===== src/rtl/pipe_ctrl.sv =====
// Pipeline hold/redirect controller: arbitrates jump, execute-stall and fetch-bus
// stall requests into registered cumulative hold levels and a one-cycle redirect.
module pipe_ctrl #(
    parameter int FLUSH_CYCLES   = 1,
    parameter int TIMEOUT_CYCLES = 255
) (
    input  logic        clk,
    input  logic        rst,
    input  logic        ex_jump_req,
    input  logic [31:0] ex_jump_addr,
    input  logic        ex_hold_req,
    input  logic        bus_hold_req,
    output logic [2:0]  hold_flag,
    output logic        jump_flag,
    output logic [31:0] jump_addr,
    output logic        bus_timeout
);

    localparam logic [2:0] HOLD_NONE = 3'b000;
    localparam logic [2:0] HOLD_PC   = 3'b001;
    localparam logic [2:0] HOLD_ID   = 3'b111;

    localparam logic [3:0] FLUSH_INIT  = 4'(FLUSH_CYCLES - 1);
    localparam logic [7:0] TIMEOUT_CNT = 8'(TIMEOUT_CYCLES);

    typedef enum logic [1:0] {
        RUN   = 2'd0,
        FLUSH = 2'd1,
        STALL = 2'd2
    } state_t;

    state_t      state, state_nxt;
    logic [3:0]  flush_cnt, flush_cnt_nxt;
    logic [7:0]  bus_cnt, bus_cnt_nxt;
    logic [2:0]  hold_nxt;
    logic        jump_flag_nxt;
    logic [31:0] jump_addr_nxt;
    logic        timeout_nxt;
    logic        evaluate;
    logic        jump_ok;

    always_ff @(posedge clk) begin
        if (rst) begin
            state       <= RUN;
            flush_cnt   <= 4'd0;
            bus_cnt     <= 8'd0;
            hold_flag   <= HOLD_NONE;
            jump_flag   <= 1'b0;
            jump_addr   <= 32'h0;
            bus_timeout <= 1'b0;
        end else begin
            state       <= state_nxt;
            flush_cnt   <= flush_cnt_nxt;
            bus_cnt     <= bus_cnt_nxt;
            hold_flag   <= hold_nxt;
            jump_flag   <= jump_flag_nxt;
            jump_addr   <= jump_addr_nxt;
            bus_timeout <= timeout_nxt;
        end
    end

    always_comb begin
        state_nxt     = state;
        flush_cnt_nxt = flush_cnt;
        bus_cnt_nxt   = bus_cnt;
        hold_nxt      = HOLD_NONE;
        jump_flag_nxt = 1'b0;
        jump_addr_nxt = jump_addr;
        timeout_nxt   = 1'b0;
        evaluate      = 1'b0;
        jump_ok       = 1'b0;

        case (state)
            RUN, STALL: begin
                evaluate = 1'b1;
                jump_ok  = 1'b1;
            end
            FLUSH: begin
                // Execute is bubbled throughout the flush, so any jump seen here is stale.
                if (flush_cnt != 4'd0) begin
                    flush_cnt_nxt = flush_cnt - 4'd1;
                    hold_nxt      = HOLD_ID;
                end else begin
                    evaluate = 1'b1;
                end
            end
            default: state_nxt = RUN;
        endcase

        if (evaluate) begin
            if (jump_ok && ex_jump_req) begin
                jump_flag_nxt = 1'b1;
                jump_addr_nxt = ex_jump_addr;
                hold_nxt      = HOLD_ID;
                flush_cnt_nxt = FLUSH_INIT;
                bus_cnt_nxt   = 8'd0;
                state_nxt     = FLUSH;
            end else if (ex_hold_req) begin
                hold_nxt    = HOLD_ID;
                bus_cnt_nxt = 8'd0;
                state_nxt   = STALL;
            end else if (bus_hold_req) begin
                // Watchdog: let the pipeline advance one cycle, then re-arm from zero.
                if (bus_cnt == TIMEOUT_CNT) begin
                    timeout_nxt = 1'b1;
                    hold_nxt    = HOLD_NONE;
                    bus_cnt_nxt = 8'd0;
                    state_nxt   = RUN;
                end else begin
                    hold_nxt    = HOLD_PC;
                    bus_cnt_nxt = bus_cnt + 8'd1;
                    state_nxt   = STALL;
                end
            end else begin
                hold_nxt    = HOLD_NONE;
                bus_cnt_nxt = 8'd0;
                state_nxt   = RUN;
            end
        end
    end

endmodule

===== config.mk =====
export PLATFORM = sky130hd
export DESIGN_NAME = pipe_ctrl
export DESIGN_NICKNAME = d
export VERILOG_FILES = /design/src/rtl/pipe_ctrl.sv
export SDC_FILE = /design/constraint.sdc
export NUM_CORES = 1
export LEC_CHECK = 0
export BUFFER_PORTS_ARGS = -buffer_cell sky130_fd_sc_hd__buf_2
export CAP_MARGIN = 20
export CORE_ASPECT_RATIO = 1.1
export CORE_MARGIN = 2
export CORE_UTILIZATION = 48
export DETAILED_ROUTE_END_ITERATION = 10
export PLACE_DENSITY = 0.88
export SYNTH_ARGS = -nofsm -noshare
export SYNTH_HDL_FRONTEND = slang
export SYNTH_SLANG_ARGS = --single-unit

===== constraint.sdc =====
create_clock -name clk -period 2.38 [get_ports clk]
set_input_delay 0.476 -clock clk [delete_from_list [all_inputs] [get_ports clk]]
set_output_delay 0.476 -clock clk [all_outputs]
set_load 0.01 [all_outputs]

==> impl_metrics.ini, run 1 <==
[run_status]
status = finished clean

[floorplan]
core-area_um2 = 3900
die_y_um = 70.1
design.die.area_um2 = 4500
ios = 74
initial_utilization = 0.489
die_w_um = 64.1
rows = 24

[synth]
ys_ff_latch = 50
synth_area_um2 = 1910
synth.top_cells.by_area = dfxtp_1 52%, nand2_1 13%, a21oi_1 9.7%
post_synth.cell_area_avg_um2 = 8.19
synth.most_common_cell = nand2_1
synth_edf_count = 0
synth_largest_area_cell = dfxtp_1
ys_seq_area_frac = 0.524
ys.flop_type = dfxtp_1
yosys_warnings = 0
synth.net_count = 272
async_flop_share = 0
synth_top_area_frac = 0.524
synthCells = 233
yosysUniqueCellTypes = 32
synth_top_cells_by_count = 68 x nand2_1, 50 x dfxtp_1, 37 x a21oi_1, 14 x nor2_1, 12 x clkbuf_1

[critical_path]
crit_slowest_cell = or4b_4
cp_top_family = simple AND/OR/NAND/NOR gates
r2r_cells = 6
worstSetupPathType = flop to flop
cp.arrival_ps = 2140
critical-path-max-stage-delay_ps = 530
critPathLaunchType = flop
cp_num_cells = 6
required_ps = 2610
end_kind = flop
crit_chain = inv_1 > ha_1 > or4b_4 > and2_4 > or3b_1 > a21oi_2
path_buf_inv = 1
worstPathMaxFanout = 8

[final_layout]
final_area_um2 = 2400
syn2layout_area_growth_pct = 26.0
drive_gt1_frac = 0.298
num_antenna_cells = 0
final_nets = 340
final_cells = 354

[timing]
rsz0062_at_grt = no
period_share = 0.802
finalSetupTns_ps = 0
worstMarginPinSlew_ps = 568
max_freq_ghz = 0.524
slew_violations = 0
min_period_ps = 1910
fin_skew_ps = 5.77
hold_violations = 0
setup_viol = 0
slew_headroom = 0.619

[clock_network]
ctsResizeCount = 0
cts.path.max_buffers = 2
cts_sinks = 50
h-tree-depth = 2
cts.clk_slew.worst_paths_ps = 90
cts_tree = built
postCtsSetupBuffers = 0
holdBufCountCts = 0
cts_root_buffer = clkbuf_8
clk_latency_ps = 300
numCtsBuffers = 5

[power_and_ir_drop]
pwr-share-seq = 0.551
netSwitchingFraction = 0.247
ir_drop_mv = 0.463
p_switching_uw = 402
internal_power_mw = 1.22
comb_power_share = 0.116
p_clk_frac = 0.333
power_density_nw_per_um2 = 676
p_leak_nw = 1.07

[placement]
hpwl_um = 2920
gp_congestion = 0.712
dp_cells = 346
placed_cell_area_um2 = 2300
port_buffers = 73

[route]
first_pass_iters = 4
drt-vias-per-instance = 4.88
routed_wl_um = 4020
routed-wl-met2_um = 1980
wl_met1_um = 1750
route.detailed.drc = 0
wl_met3_um = 224
drtIter0Drc = 44
wl_per_cell_um = 11.4
postRouteAntennaNets = 0
vias = 1728
highest_layer = met4

[grt]
grt-ovfl-total = 0
grt_pass1_vias = 1640
grt_pass1_wl_um = 6770
grt_max_degree = 27
grt_use_total = 0.189
antenna_found_initial = 0

[worst_hold_path]
hp-class = input port to flop
hold_depth = 3

[flow_run]
cap_violations = 0
==> state kept, by name, summed over array words and instances, names as in the netlist <==
name,cells
jump_addr,32
bus_cnt,8
flush_cnt,4
hold_flag,2
state,2
bus_timeout,1
jump_flag,1
==> layout by cell type (no fill, tap or decap), types with 4 or more instances in the layout <==
master / Yosys / layout
nand2_1: 68 / 68
nor2_1: 14 / 14
buf_4: 1 / 4
xnor2_1: 8 / 8
dfxtp_1: 50 / 50
inv_1: 5 / 5
clkbuf_8: 0 / 7
nand3_1: 5 / 5
nor3_1: 4 / 4
buf_2: 1 / 73
a21oi_1: 37 / 37
==> metrics by stage <==
stage | hold WS (ps) | utilization | setup WS [ps] | total power, mW
final | 401 | 0.616 | 470 | 1.63
after global routing | 405 | 0.616 | 386 | 1.69
after CTS | 393 | 0.616 | 471 | 1.64
after detailed placement | 444 | 0.589 | 510 | 1.11
after global placement | 439 | 0.589 | 563 | 1.10
after floorplan | 458 | - | 531 | 1.02
==> cell families (layout without fill, tap and decap cells) <==
| group | Yosys count | after routing | share of synthesized area |
|---|---|---|---|
| flops | 50 | 50 | 0.524 |
| buf+inv | 21 | 90 | 0.0478 |
| xor+xnor | 8 | 8 | 0.0367 |
| compound gates | 47 | 47 | 0.136 |
| fa+ha+maj | 2 | 2 | 0.0131 |
| mux | 2 | 2 | 0.0105 |
| simple gates | 103 | 103 | 0.231 |
==> final cells by class <==
type / instances / area [um^2]
Fill cell: 357 / 1500
Clock inverter: 1 / 8.76
Clock buffer: 7 / 96.3
Sequential cell: 50 / 1000
Inverter: 5 / 18.8
Tap cell: 52 / 65.1
Multi-Input combinational cell: 162 / 820
Timing Repair Buffer: 77 / 395
==> worst min-delay path, delay by kind of cell <==
| kind | cells | cell delay, ps |
|---|---|---|
| AO/OA/AOI/OAI | 1 | 50 |
| AND/OR/NAND/NOR | 1 | 40 |
| buffers and inverters | 1 | 100 |
==> power by group through the flow <==
stage / combinational (mW) / sequential (mW) / clock [mW]
after floorplan: 0.0925 / 0.931 / 0
after global placement: 0.186 / 0.914 / 0
after detailed placement: 0.190 / 0.915 / 0
after CTS: 0.191 / 0.896 / 0.557
after global routing: 0.211 / 0.901 / 0.580
final: 0.189 / 0.895 / 0.541
==> per-layer routing <==
layer	GRT usage	vias up
li1	-	893
met2	0.332	49
met5	0	-
met4	0.0804	0
met3	0.0499	7
met1	0.215	779
==> path summary, 6_finish.rpt <==
path / startpoint / endpoint / slack, ps
max reg2reg: flush_cnt[0]$_SDFF_PP0_ / bus_cnt[1]$_SDFFE_PP0N_ / 470
max: flush_cnt[0]$_SDFF_PP0_ / bus_cnt[1]$_SDFFE_PP0N_ / 470
min reg2reg: jump_addr[22]$_SDFFE_PP0P_ / jump_addr[22]$_SDFFE_PP0P_ / 450
min: ex_jump_addr[8] / jump_addr[8]$_SDFFE_PP0P_ / 400
(Power assumes the default switching activity.)
==> inputs of run 2 (changes only) <==
--- a/config.mk
+++ b/config.mk
@@ -9,9 +9,9 @@
 export CAP_MARGIN = 20
 export CORE_ASPECT_RATIO = 1.1
 export CORE_MARGIN = 2
-export CORE_UTILIZATION = 48
+export CORE_UTILIZATION = 43
 export DETAILED_ROUTE_END_ITERATION = 10
-export PLACE_DENSITY = 0.88
+export PLACE_DENSITY = 0.84
 export SYNTH_ARGS = -nofsm -noshare
 export SYNTH_HDL_FRONTEND = slang
 export SYNTH_SLANG_ARGS = --single-unit
==> constraint.sdc (replaced) <==
create_clock -name clk -period 1.6 [get_ports clk]
set_input_delay 0.32 -clock clk [delete_from_list [all_inputs] [get_ports clk]]
set_output_delay 0.32 -clock clk [all_outputs]
set_load 0.01 [all_outputs]
==> run 2 against run 1 <==
- the flow now finishes with violations (negative setup slack)
- flip-flop and latch count unchanged
- total power increased by 43%
- die area up 11%
- first-iteration DRC count up 41%
- clock skew is 1.0 ps higher
- fmax increased by 9.6%
- sequential power increased by 49%
- final cell count rose by 3.7%
- design area grew 4.5%
- routed wire length is 3.9% higher
==> impl_metrics.ini, run 2 (same netlist as run 1, synthesis figures left out) <==
[floorplan]
core-area_um2 = 4290
design.die.area_um2 = 4990
die_w_um = 67.5
die_y_um = 73.9
ios = 74
initial_utilization = 0.446
rows = 25

[final_layout]
regMostFlops = jump_addr
drive_gt1_frac = 0.345
largest_reg_flops = 32
layout_common_cells = 73 x buf_2, 68 x nand2_1, 48 x dfxtp_1
num_antenna_cells = 0
final_cells = 367
top_regs = jump_addr: 32 flops, bus_cnt: 8 flops, flush_cnt: 4 flops
syn2layout_area_growth_pct = 31.6
final_area_um2 = 2510
final_common_cell = buf_2
final_core_utilization = 0.586
final_nets = 352

[power_and_ir_drop]
p_leak_nw = 1.12
total_power_mw = 2.32
power_density_nw_per_um2 = 925
ir_drop_mv = 0.631

[grt]
grt-ovfl-total = 0
grt_pass1_vias = 1601
antenna_found_initial = 0
grt_max_degree = 19
grt_pass1_wl_um = 6760
grt_use_total = 0.177

[route]
vias = 1757
drtIter0Drc = 62
postRouteAntennaNets = 0
first_pass_iters = 5
routed_wl_um = 4180
drt-vias-per-instance = 4.79
route.detailed.drc = 0
wl_per_cell_um = 11.4

[timing]
slew_violations = 0
slew_headroom = 0.765
min_period_ps = 1740
period_share = 1.09
setup_viol = 7
setup_ws_ps = -143
fin_skew_ps = 6.82
worstMarginPinSlew_ps = 350
fin_hold_ws_ps = 249
max_freq_ghz = 0.574
finalSetupTns_ps = -619
rsz0062_at_grt = yes
hold_violations = 0

[placement]
dp_cells = 358
dp_slack_ps = -146
port_buffers = 73
hpwl_um = 3040
gp_congestion = 0.861
placed_cell_area_um2 = 2390

[critical_path]
end_kind = flop
worstSetupPathType = flop to flop
crit_chain = inv_2 > ha_4 > or4b_4 > and2_4 > or3b_1 > a21oi_2
timing.rr.end = bus_cnt[1]$_SDFFE_PP0N_
cp_num_cells = 6
critPathLaunchType = flop
critical-path-max-stage-delay_ps = 510
cp.arrival_ps = 1980
path_buf_inv = 1
crit_path_start = flush_cnt[1]$_SDFF_PP0_
endpoint = bus_cnt[1]$_SDFFE_PP0N_
crit_slowest_cell = or4b_4
worstPathMaxFanout = 8
r2r_cells = 6
r2r_slack_ps = -140
timing.rr.start = flush_cnt[1]$_SDFF_PP0_
required_ps = 1830
cp_top_family = simple AND/OR/NAND/NOR gates

[clock_network]
cts.clk_slew.worst_paths_ps = 90
cts.path.max_buffers = 2
cts_tree = built
h-tree-depth = 2
cts_sinks = 50
clk_latency_ps = 300
holdBufCountCts = 0
cts_root_buffer = clkbuf_8
numCtsBuffers = 5

[worst_hold_path]
hold_depth = 3
hp-class = input port to flop
hold_start = ex_jump_addr[1]

[run_status]
status = finished with violations
violations = negative setup slack

[flow_run]
cap_violations = 0
==> run 2: area by class of cell <==
type                       count  area, um^2
multi-input combinational    162         857
sequential                    50        1000
inverter                       5        18.8
clock inverter                 1        7.51
clock buffer                   6        72.6
timing repair buffer          89         485
tap                           54        67.6
fill                         410        1770
==> run 2: worst min-delay path by stage <==
stage / end / slack, ps
after floorplan: bus_timeout$_SDFF_PP0_ / 450
after global placement: jump_addr[19]$_SDFFE_PP0P_ / 440
after detailed placement: jump_addr[21]$_SDFFE_PP0P_ / 440
after CTS: jump_addr[22]$_SDFFE_PP0P_ / 240
after global routing: jump_addr[3]$_SDFFE_PP0P_ / 240
final: jump_addr[1]$_SDFFE_PP0P_ / 250
==> run 2: report_power, final <==
part,switching [mW],internal (mW)
Combinational,0.168,0.135
Clock,0.390,0.300
Sequential,0.0271,1.30
Total,0.585,1.74
==> run 2: worst reg2reg max path, stage by stage, from the launching register on <==
cell and delay (ps):
dfxtp_2 330, inv_2 60, ha_4 140, or4b_4 510, and2_4 170, or3b_1 360, a21oi_2 110
==> run 2: metal layers <==
layer / GRT usage / wire (um)
met2: 0.298 / 2140
met1: 0.218 / 1760
met5: 0 / 0
met4: 0.0476 / 46
met3: 0.0505 / 225
==> run 2: what timing repair did <==
| action | in CTS | in global routing |
|---|---|---|
| resized for setup | 0 | 4 |
| setup buffers | 0 | 2 |
| endpoints found under the setup margin | 10 | 11 |
| cloned | 0 | 0 |
| pin swaps | 1 | 1 |
